[src/rtl/frame_buf_pkg.sv]
// Shared types for the triple-buffer frame scheduler: slot states, FSM
// encodings and slot address arithmetic.
package frame_buf_pkg;

    localparam int NUM_SLOT = 3;
    localparam int IDX_W    = 2;
    localparam int ADDR_W   = 24;

    typedef enum logic [1:0] {
        SLOT_FREE    = 2'd0,
        SLOT_WRITING = 2'd1,
        SLOT_READY   = 2'd2,
        SLOT_READING = 2'd3
    } slot_st_t;

    typedef enum logic [1:0] {
        W_IDLE   = 2'd0,
        W_LOAD   = 2'd1,
        W_ACTIVE = 2'd2
    } w_state_t;

    typedef enum logic [1:0] {
        R_IDLE   = 2'd0,
        R_LOAD   = 2'd1,
        R_ACTIVE = 2'd2
    } r_state_t;

    // Address wraps modulo 2^24 by construction of the 24-bit result.
    function automatic logic [ADDR_W-1:0] slot_addr(input logic [IDX_W-1:0]  idx,
                                                    input logic [ADDR_W-1:0] base,
                                                    input logic [ADDR_W-1:0] stride);
        logic [ADDR_W-1:0] prod;
        prod = ADDR_W'(idx) * stride;
        return base + prod;
    endfunction

endpackage

[src/rtl/frame_buf_sched_if.sv]
// Producer/display/sdram_mcb handshake bundle of the frame scheduler.
interface frame_buf_sched_if;
    import frame_buf_pkg::*;

    logic              mem_rdy;
    logic              wr_frame_req;
    logic              wr_load;
    logic [ADDR_W-1:0] wr_addr;
    logic              wr_busy;
    logic              wr_done;
    logic              rd_frame_req;
    logic              rd_load;
    logic [ADDR_W-1:0] rd_addr;
    logic              rd_busy;
    logic              rd_done;
    logic              rd_repeat;
    logic [IDX_W-1:0]  rd_idx;
    logic [15:0]       drop_cnt;

    modport master (
        output mem_rdy, wr_frame_req, wr_done, rd_frame_req, rd_done,
        input  wr_load, wr_addr, wr_busy, rd_load, rd_addr, rd_busy,
               rd_repeat, rd_idx, drop_cnt
    );

    modport slave (
        input  mem_rdy, wr_frame_req, wr_done, rd_frame_req, rd_done,
        output wr_load, wr_addr, wr_busy, rd_load, rd_addr, rd_busy,
               rd_repeat, rd_idx, drop_cnt
    );

endinterface

[src/rtl/fb_slot_pick.sv]
// Combinational slot selection: which slot the writer claims next, which slot
// the reader shows next, and which slot is currently being displayed.
module fb_slot_pick
    import frame_buf_pkg::*;
(
    input  logic [2*NUM_SLOT-1:0] slot_vec_i,
    input  logic [IDX_W-1:0]      newest_idx_i,
    input  logic                  newest_vld_i,
    output logic                  wr_vld_o,
    output logic [IDX_W-1:0]      wr_idx_o,
    output logic                  wr_drop_o,
    output logic                  rd_vld_o,
    output logic [IDX_W-1:0]      rd_idx_o,
    output logic                  rd_repeat_o,
    output logic                  cur_vld_o,
    output logic [IDX_W-1:0]      cur_idx_o
);

    logic [NUM_SLOT-1:0] is_free;
    logic [NUM_SLOT-1:0] is_stale;
    logic [NUM_SLOT-1:0] is_reading;

    for (genvar gi = 0; gi < NUM_SLOT; gi++) begin : g_flag
        slot_st_t st;
        assign st             = slot_st_t'(slot_vec_i[2*gi +: 2]);
        assign is_free[gi]    = (st == SLOT_FREE);
        assign is_stale[gi]   = (st == SLOT_READY) &&
                                !(newest_vld_i && (newest_idx_i == IDX_W'(gi)));
        assign is_reading[gi] = (st == SLOT_READING);
    end

    logic                 free_vld;
    logic [IDX_W-1:0]     free_idx;
    logic                 stale_vld;
    logic [IDX_W-1:0]     stale_idx;

    // Scanning downwards leaves the lowest matching index as the winner.
    always_comb begin
        free_vld  = 1'b0;
        free_idx  = '0;
        stale_vld = 1'b0;
        stale_idx = '0;
        cur_vld_o = 1'b0;
        cur_idx_o = '0;
        for (int i = NUM_SLOT - 1; i >= 0; i--) begin
            if (is_free[i]) begin
                free_vld = 1'b1;
                free_idx = IDX_W'(i);
            end
            if (is_stale[i]) begin
                stale_vld = 1'b1;
                stale_idx = IDX_W'(i);
            end
            if (is_reading[i]) begin
                cur_vld_o = 1'b1;
                cur_idx_o = IDX_W'(i);
            end
        end

        wr_vld_o    = free_vld || stale_vld;
        wr_idx_o    = free_vld ? free_idx : stale_idx;
        wr_drop_o   = !free_vld && stale_vld;

        rd_vld_o    = newest_vld_i || cur_vld_o;
        rd_idx_o    = newest_vld_i ? newest_idx_i : cur_idx_o;
        rd_repeat_o = !newest_vld_i && cur_vld_o;
    end

endmodule

[src/rtl/frame_buf_sched.sv]
// Triple-buffer frame scheduler: hands the producer a free SDRAM slot per frame
// and always gives the display the newest complete frame (or repeats the last).
module frame_buf_sched
    import frame_buf_pkg::*;
#(
    parameter logic [ADDR_W-1:0] BASE_ADDR  = 24'h000000,
    parameter logic [ADDR_W-1:0] BUF_STRIDE = 24'h100000,
    parameter int unsigned       LOAD_CYC   = 4
) (
    input  logic                    clk_sdram,
    input  logic                    rst_n,
    frame_buf_sched_if.slave        bus
);

    localparam int              CNT_W    = (LOAD_CYC > 1) ? $clog2(LOAD_CYC) : 1;
    localparam logic [CNT_W-1:0] CNT_LAST = CNT_W'(LOAD_CYC - 1);

    w_state_t          w_state_q,   w_state_d;
    r_state_t          r_state_q,   r_state_d;
    logic              wr_pend_q,   wr_pend_d;
    logic              rd_pend_q,   rd_pend_d;
    logic [CNT_W-1:0]  wr_cnt_q,    wr_cnt_d;
    logic [CNT_W-1:0]  rd_cnt_q,    rd_cnt_d;
    logic [IDX_W-1:0]  wr_idx_q,    wr_idx_d;
    logic [IDX_W-1:0]  rd_idx_q,    rd_idx_d;
    logic [ADDR_W-1:0] wr_addr_q,   wr_addr_d;
    logic [ADDR_W-1:0] rd_addr_q,   rd_addr_d;
    logic              rd_repeat_q, rd_repeat_d;
    logic [IDX_W-1:0]  newest_idx_q, newest_idx_d;
    logic              newest_vld_q, newest_vld_d;
    logic [15:0]       drop_cnt_q,  drop_cnt_d;

    logic [2*NUM_SLOT-1:0] slot_vec;

    logic             pick_wr_vld, pick_wr_drop, pick_rd_vld, pick_rd_repeat, pick_cur_vld;
    logic [IDX_W-1:0] pick_wr_idx, pick_rd_idx, pick_cur_idx;

    logic rd_decide, rd_take, rd_release;
    logic wr_claim, wr_finish, wr_evict, drop_inc;

    fb_slot_pick u_pick (
        .slot_vec_i   (slot_vec),
        .newest_idx_i (newest_idx_q),
        .newest_vld_i (newest_vld_q),
        .wr_vld_o     (pick_wr_vld),
        .wr_idx_o     (pick_wr_idx),
        .wr_drop_o    (pick_wr_drop),
        .rd_vld_o     (pick_rd_vld),
        .rd_idx_o     (pick_rd_idx),
        .rd_repeat_o  (pick_rd_repeat),
        .cur_vld_o    (pick_cur_vld),
        .cur_idx_o    (pick_cur_idx)
    );

    // Reader FSM; its decision cycle takes priority over the writer's.
    always_comb begin
        r_state_d   = r_state_q;
        rd_cnt_d    = rd_cnt_q;
        rd_idx_d    = rd_idx_q;
        rd_addr_d   = rd_addr_q;
        rd_repeat_d = rd_repeat_q;
        rd_pend_d   = rd_pend_q | bus.rd_frame_req;
        rd_decide   = 1'b0;
        rd_take     = 1'b0;
        rd_release  = 1'b0;
        unique case (r_state_q)
            R_IDLE: begin
                if (rd_pend_q && bus.mem_rdy) begin
                    rd_decide = 1'b1;
                    rd_pend_d = 1'b0;
                    if (pick_rd_vld) begin
                        r_state_d   = R_LOAD;
                        rd_cnt_d    = '0;
                        rd_idx_d    = pick_rd_idx;
                        rd_addr_d   = slot_addr(pick_rd_idx, BASE_ADDR, BUF_STRIDE);
                        rd_repeat_d = pick_rd_repeat;
                        rd_take     = !pick_rd_repeat;
                        rd_release  = !pick_rd_repeat && pick_cur_vld;
                    end
                end
            end
            R_LOAD: begin
                if (rd_cnt_q == CNT_LAST) r_state_d = R_ACTIVE;
                else                      rd_cnt_d  = rd_cnt_q + CNT_W'(1);
            end
            R_ACTIVE: begin
                if (bus.rd_done) r_state_d = R_IDLE;
            end
            default: r_state_d = R_IDLE;
        endcase
    end

    always_comb begin
        w_state_d = w_state_q;
        wr_cnt_d  = wr_cnt_q;
        wr_idx_d  = wr_idx_q;
        wr_addr_d = wr_addr_q;
        wr_pend_d = wr_pend_q | bus.wr_frame_req;
        wr_claim  = 1'b0;
        wr_finish = 1'b0;
        unique case (w_state_q)
            W_IDLE: begin
                if (wr_pend_q && bus.mem_rdy && !rd_decide && pick_wr_vld) begin
                    wr_claim  = 1'b1;
                    wr_pend_d = 1'b0;
                    w_state_d = W_LOAD;
                    wr_cnt_d  = '0;
                    wr_idx_d  = pick_wr_idx;
                    wr_addr_d = slot_addr(pick_wr_idx, BASE_ADDR, BUF_STRIDE);
                end
            end
            W_LOAD: begin
                if (wr_cnt_q == CNT_LAST) w_state_d = W_ACTIVE;
                else                      wr_cnt_d  = wr_cnt_q + CNT_W'(1);
            end
            W_ACTIVE: begin
                if (bus.wr_done) begin
                    wr_finish = 1'b1;
                    w_state_d = W_IDLE;
                end
            end
            default: w_state_d = W_IDLE;
        endcase
    end

    // newest_vld implies that slot is READY unless the reader grabs it this cycle.
    always_comb begin
        wr_evict     = wr_finish && newest_vld_q && !rd_take;
        drop_inc     = (wr_claim && pick_wr_drop) || wr_evict;
        newest_idx_d = newest_idx_q;
        newest_vld_d = newest_vld_q;
        if (rd_take) newest_vld_d = 1'b0;
        if (wr_finish) begin
            newest_idx_d = wr_idx_q;
            newest_vld_d = 1'b1;
        end
        drop_cnt_d = (drop_inc && (drop_cnt_q != 16'hFFFF)) ? drop_cnt_q + 16'd1 : drop_cnt_q;
    end

    for (genvar gi = 0; gi < NUM_SLOT; gi++) begin : g_slot
        localparam logic [IDX_W-1:0] GI = IDX_W'(gi);
        slot_st_t st_q, st_d;

        always_comb begin
            st_d = st_q;
            if (rd_release && (pick_cur_idx == GI)) st_d = SLOT_FREE;
            if (rd_take    && (newest_idx_q == GI)) st_d = SLOT_READING;
            if (wr_claim   && (pick_wr_idx  == GI)) st_d = SLOT_WRITING;
            if (wr_finish  && (wr_idx_q     == GI)) st_d = SLOT_READY;
            if (wr_evict   && (newest_idx_q == GI)) st_d = SLOT_FREE;
        end

        always_ff @(posedge clk_sdram or negedge rst_n) begin
            if (!rst_n) st_q <= SLOT_FREE;
            else        st_q <= st_d;
        end

        assign slot_vec[2*gi +: 2] = st_q;
    end

    always_ff @(posedge clk_sdram or negedge rst_n) begin
        if (!rst_n) begin
            w_state_q    <= W_IDLE;
            r_state_q    <= R_IDLE;
            wr_pend_q    <= 1'b0;
            rd_pend_q    <= 1'b0;
            wr_cnt_q     <= '0;
            rd_cnt_q     <= '0;
            wr_idx_q     <= '0;
            rd_idx_q     <= '0;
            wr_addr_q    <= '0;
            rd_addr_q    <= '0;
            rd_repeat_q  <= 1'b0;
            newest_idx_q <= '0;
            newest_vld_q <= 1'b0;
            drop_cnt_q   <= '0;
        end else begin
            w_state_q    <= w_state_d;
            r_state_q    <= r_state_d;
            wr_pend_q    <= wr_pend_d;
            rd_pend_q    <= rd_pend_d;
            wr_cnt_q     <= wr_cnt_d;
            rd_cnt_q     <= rd_cnt_d;
            wr_idx_q     <= wr_idx_d;
            rd_idx_q     <= rd_idx_d;
            wr_addr_q    <= wr_addr_d;
            rd_addr_q    <= rd_addr_d;
            rd_repeat_q  <= rd_repeat_d;
            newest_idx_q <= newest_idx_d;
            newest_vld_q <= newest_vld_d;
            drop_cnt_q   <= drop_cnt_d;
        end
    end

    assign bus.wr_load   = (w_state_q == W_LOAD);
    assign bus.wr_busy   = (w_state_q != W_IDLE);
    assign bus.wr_addr   = wr_addr_q;
    assign bus.rd_load   = (r_state_q == R_LOAD);
    assign bus.rd_busy   = (r_state_q != R_IDLE);
    assign bus.rd_addr   = rd_addr_q;
    assign bus.rd_repeat = rd_repeat_q;
    assign bus.rd_idx    = rd_idx_q;
    assign bus.drop_cnt  = drop_cnt_q;

endmodule

[src/flat_wrapper.sv]
// flat-port wrapper written by rule: the top's interface ports become plain ports
module frame_buf_sched_flat import frame_buf_pkg::*;
#(
    parameter logic [ADDR_W-1:0] BASE_ADDR  = 24'h000000,
    parameter logic [ADDR_W-1:0] BUF_STRIDE = 24'h100000,
    parameter int unsigned       LOAD_CYC   = 4
)
  (clk_sdram, rst_n, bus_mem_rdy, bus_wr_frame_req, bus_wr_done, bus_rd_frame_req, bus_rd_done, bus_wr_load, bus_wr_addr, bus_wr_busy, bus_rd_load, bus_rd_addr, bus_rd_busy, bus_rd_repeat, bus_rd_idx, bus_drop_cnt);
  frame_buf_sched_if bus_i ();
  input  logic clk_sdram;
  input  logic rst_n;
  input wire logic [$bits(bus_i.mem_rdy)-1:0] bus_mem_rdy;
  input wire logic [$bits(bus_i.wr_frame_req)-1:0] bus_wr_frame_req;
  input wire logic [$bits(bus_i.wr_done)-1:0] bus_wr_done;
  input wire logic [$bits(bus_i.rd_frame_req)-1:0] bus_rd_frame_req;
  input wire logic [$bits(bus_i.rd_done)-1:0] bus_rd_done;
  output wire logic [$bits(bus_i.wr_load)-1:0] bus_wr_load;
  output wire logic [$bits(bus_i.wr_addr)-1:0] bus_wr_addr;
  output wire logic [$bits(bus_i.wr_busy)-1:0] bus_wr_busy;
  output wire logic [$bits(bus_i.rd_load)-1:0] bus_rd_load;
  output wire logic [$bits(bus_i.rd_addr)-1:0] bus_rd_addr;
  output wire logic [$bits(bus_i.rd_busy)-1:0] bus_rd_busy;
  output wire logic [$bits(bus_i.rd_repeat)-1:0] bus_rd_repeat;
  output wire logic [$bits(bus_i.rd_idx)-1:0] bus_rd_idx;
  output wire logic [$bits(bus_i.drop_cnt)-1:0] bus_drop_cnt;
  assign bus_i.mem_rdy = bus_mem_rdy;
  assign bus_i.wr_frame_req = bus_wr_frame_req;
  assign bus_i.wr_done = bus_wr_done;
  assign bus_i.rd_frame_req = bus_rd_frame_req;
  assign bus_i.rd_done = bus_rd_done;
  assign bus_wr_load = bus_i.wr_load;
  assign bus_wr_addr = bus_i.wr_addr;
  assign bus_wr_busy = bus_i.wr_busy;
  assign bus_rd_load = bus_i.rd_load;
  assign bus_rd_addr = bus_i.rd_addr;
  assign bus_rd_busy = bus_i.rd_busy;
  assign bus_rd_repeat = bus_i.rd_repeat;
  assign bus_rd_idx = bus_i.rd_idx;
  assign bus_drop_cnt = bus_i.drop_cnt;
  frame_buf_sched #(.BASE_ADDR(BASE_ADDR), .BUF_STRIDE(BUF_STRIDE), .LOAD_CYC(LOAD_CYC)) u_core (.clk_sdram(clk_sdram), .rst_n(rst_n), .bus(bus_i));
endmodule
[config.mk]
export PLATFORM = sky130hd
export DESIGN_NAME = frame_buf_sched_flat
export DESIGN_NICKNAME = d
export VERILOG_FILES = /design/src/rtl/frame_buf_pkg.sv /design/src/rtl/frame_buf_sched_if.sv /design/src/rtl/fb_slot_pick.sv /design/src/rtl/frame_buf_sched.sv /design/src/flat_wrapper.sv
export SDC_FILE = /design/constraint.sdc
export NUM_CORES = 1
export LEC_CHECK = 0
export CAP_MARGIN = 0
export CORE_MARGIN = 3
export CORE_UTILIZATION = 51
export DETAILED_ROUTE_END_ITERATION = 8
export PLACE_DENSITY = 0.94
export SLEW_MARGIN = 20
export SYNTH_ARGS = -nofsm -noshare
export SYNTH_HDL_FRONTEND = slang
export SYNTH_SLANG_ARGS = --single-unit
[constraint.sdc]
create_clock -name clk_sdram -period 5.1 [get_ports clk_sdram]
set_input_delay 1.02 -clock clk_sdram [delete_from_list [all_inputs] [get_ports clk_sdram]]
set_output_delay 1.02 -clock clk_sdram [all_outputs]
set_load 0.01 [all_outputs]
==> summary.log <==
[finish] share of final-layout standard cells stronger than drive strength 1 9.699%
[die] core outline area 4786 sq um
[power] sequential share of power 40.8%
[power] leakage power summed over all cells 1.304 nW
[placed_design] Placed Area 2745 sq um
[finish] final core occ 59.24%
[global_routing] largest net degree at the start of global routing 41
[timing] final hold violation count 0
[clock_tree] total of cells resized after clock tree synthesis 0
[timing] crit share post-route 56.64%
[global_routing] overflow left after global routing 0
[power] clock network power share 17.3%
[clock_tree] buffers inserted by post-CTS timing repair 0
[yosys] Synth Register Bits 40
[global_routing] gr usage total 16.85%
[die] x dimension of the die 76.68 um
[detailed_routing] total iterations of the first detailed-routing run 4
[die] Initial Util 53.23%
[die] number of placement rows 25
[finish] final std cell area, no fill 2835 sq um
[power] switching part of the total power 38.23%
[power] power share of the combinational group 41.9%
[yosys] Synth Instances 266
[yosys] synthesized cell area 2547 sq um
[yosys] Synthesis Warnings 0
[status] outcome finished, final reports clean
[finish] relative area change from synthesis to final layout 11.30%
[yosys] EDFF count, synth 0
[worst_setup_path] peak per-stage delay on the critical path 500 ps
[placed_design] Post-DP HPWL 3675 um
[global_routing] vias in the first global route 1783
[clock_tree] clock latency of the later-clocked register in the worst-skew pair 300 ps
[clock_tree] number of clock buffers inserted by TritonCTS 5
[worst_setup_path] critical path launch point type input pin
[worst_setup_path] crit path max-delay cell type o32a_4
[yosys] number of distinct library cell variants in the gate-level netlist after synthesis 58
[global_routing] initial antenna violation count 0
[placed_design] Final Wtd Congestion 0.9022
[detailed_routing] Iteration-0 DRC Markers 79
[detailed_routing] number of remaining DRC errors 0
[finish] fill cell instance count of the final layout 443
[yosys] average size of a mapped cell 9.577 sq um
[detailed_routing] routed via count 1869
[worst_setup_path] Crit Path Max Fanout 15
[worst_setup_path] Top Family by Delay on Critical Path simple AND/OR/NAND/NOR gates
[worst_setup_path] critical path required time 5280 ps
[worst_setup_path] arrival time at the worst endpoint 3070 ps
[die] I/O pin total 78
[clock_tree] buffer type at the clock tree root clkbuf_8
[placed_design] Port Buffers 33
[global_routing] global-route wire length before repair 8148 um
[power] Final Power 1.255 mW
[die] total die area 5879 sq um
[finish] non-filler instance count after layout 366
[timing] total negative slack for setup checks 0 ps
[clock_tree] CTS tree built
[clock_tree] clock transition at the registers of the reported paths 70 ps
[finish] Final Net Count 308
[worst_setup_path] Crit. End Element register
[placed_design] dpl ws 1890 ps
[clock_tree] number of sinks handled by clock tree synthesis 40
[detailed_routing] Routed Antenna Nets 0
[detailed_routing] Via density 5.107
[yosys] top_reg_cell synth dfrtp_1
[worst_setup_path] Buffers & Inverters on Critical Path 1
[min_path] kind of path behind the tightest hold check reg2reg
[timing] max-slew violation count 0
[die] vertical extent of the die 76.68 um
[power] power density of the placed cells 442.6 nW/um^2
[worst_setup_path] startpoint-to-endpoint class of the critical path in2reg
[timing] Hold WS 498.2 ps
[timing] setup repair after global routing missed its margin no
[timing] final period demand of the worst path 2889 ps
[clock_tree] hold buffer count at CTS 0
[timing] highest clock frequency the design can meet 346.2 MHz
[yosys] Seq/Total Area, Yosys 39.29%
[clock_tree] buffer depth of the longest clock path 2
[timing] final setup margin 2211 ps
[yosys] share of flip-flops with an asynchronous set or reset after synthesis 100.0%
[power] worst IR drop on VDD 0.2708 mV
[power] switching power 0.4797 mW
[timing] clock skew after layout 4.830 ps
[timing] transition time at the pin with the least slew margin 880.6 ps
[clock_tree] number of H-tree levels 2
[job] MaxCap Viol Count 0
[detailed_routing] routed wire length 4880 um
[placed_design] Inst Count DP 358
[worst_setup_path] crit-path cells clkdlybuf4s50_1 > nor4bb_1 > or3_4 > o32a_4 > nor2_1 > mux2_2
[timing] worst max-slew margin expressed relative to the limit 41.29%
[timing] endpoints failing setup 0
[detailed_routing] routed length per placed instance 13.33 um
[finish] n_diodes 0
[power] Int Pwr 0.7752 mW
-- routing by layer --
metal  track usage, %  wire [um]
met5                0          0
met4            4.529         52
met3            5.164        305
met2            27.96       2517
met1            21.31       2005
-- synthesized netlist by cell type (all sizes together), types with 2 or more instances --
library cell | n | share of area [%]
buf | 48 | 14
dfrtp | 40 | 39
nand2 | 30 | 4.4
nor2 | 18 | 3.3
xor2 | 14 | 4.8
nand3 | 10 | 2.0
a21oi | 8 | 1.6
nor3 | 8 | 2.8
o21ai | 8 | 1.6
nor2b | 7 | 1.7
inv | 6 | 0.88
o22ai | 5 | 1.2
clkbuf | 4 | 0.64
nand2b | 4 | 0.98
nand4 | 4 | 0.98
nor4 | 4 | 2.4
a22oi | 3 | 0.88
ha | 3 | 1.5
nand3b | 3 | 0.88
nor3b | 3 | 1.1
o21a | 3 | 0.88
or2 | 3 | 0.74
a31o | 2 | 0.69
mux2 | 2 | 0.88
-- worst paths after layout --
| kind | start | to | slack (ps) | cells past startpoint |
|---|---|---|---|---|
| max | bus_mem_rdy | u_core.bus.drop_cnt[1] | 2210 | 6 |
| max reg2reg | u_core.newest_vld_q | u_core.bus.drop_cnt[1] | 2740 | 5 |
| min reg2reg | u_core.wr_pend_q | u_core.wr_pend_q | 500 | 1 |
| min | u_core.wr_pend_q | u_core.wr_pend_q | 500 | 1 |
| min in group asynchronous | rst_n | u_core.bus.drop_cnt[14] | 840 | 1 |
| max in group asynchronous | rst_n | u_core.rd_cnt_q[0] | 3710 | 1 |
-- logic make-up after synthesis --
logic type      Yosys count  share of synthesized area [%]
simple gates            104                          25.05
buf+inv                  58                          15.82
compound gates           43                          12.18
flops                    40                          39.29
xor+xnor                 15                          5.157
fa+ha+maj                 3                          1.474
mux                       2                         0.8840
other cells               1                         0.1472
-- registers in the layout (all words and copies together), names as in the netlist --
signal and cells:
u_core.bus.drop_cnt 16, u_core.bus.rd_idx 2, u_core.bus.rd_repeat 1, u_core.g_slot.st_q 6, u_core.newest_idx_q 2, u_core.newest_vld_q 1
u_core.r_state_q 2, u_core.rd_cnt_q 2, u_core.rd_pend_q 1, u_core.w_state_q 2, u_core.wr_cnt_q 2, u_core.wr_idx_q 2
u_core.wr_pend_q 1
-- worst reg2reg max path, stage by stage, from the launching register on --
cell and delay [ps]:
dfrtp_1 500, or3b_4 450, a222oi_1 510, o32a_4 390, nor2_1 110, mux2_2 280
-- area by class of cell --
| cell class | count | area [sq um] | share of cell area, % |
|---|---|---|---|
| clock buffer | 8 | 90.09 | 3.177 |
| timing repair buffer | 34 | 332.8 | 11.74 |
| multi-input combinational | 211 | 1305 | 46.03 |
| tap | 67 | 83.83 | 2.957 |
| sequential | 40 | 1001 | 35.30 |
| inverter | 6 | 22.52 | 0.7944 |
-- cell usage in the layout, fill, tap and decap left out, types with 2 or more instances in the layout --
cell type,instances
a21oi_1,8
o21a_1,3
nor2b_1,7
xor2_1,14
a31o_2,2
nor2_1,17
dfrtp_1,40
or2_2,2
conb_1,44
clkdlybuf4s50_1,32
nand4_1,4
clkbuf_8,6
o22ai_1,5
nand3_1,10
nor3_2,6
nand2b_1,4
nand2_1,30
mux2_2,2
nor4_4,2
o21ai_0,8
a22oi_1,3
clkbuf_1,2
inv_1,6
nand3b_1,3
nor3_1,2
ha_1,3
nor3b_1,2
-- power groups by stage --
| stage | Clock [mW] | Sequential [mW] | Combinational [mW] |
|---|---|---|---|
| 4_1_cts | 0.222 | 0.511 | 0.529 |
| 6_report | 0.217 | 0.512 | 0.526 |
| 2_1_floorplan | 0 | 0.498 | 0.375 |
| 3_5_place_dp | 0 | 0.516 | 0.527 |
| 5_1_grt | 0.235 | 0.528 | 0.585 |
| 3_3_place_gp | 0 | 0.512 | 0.508 |
(Power assumes the default switching activity.)
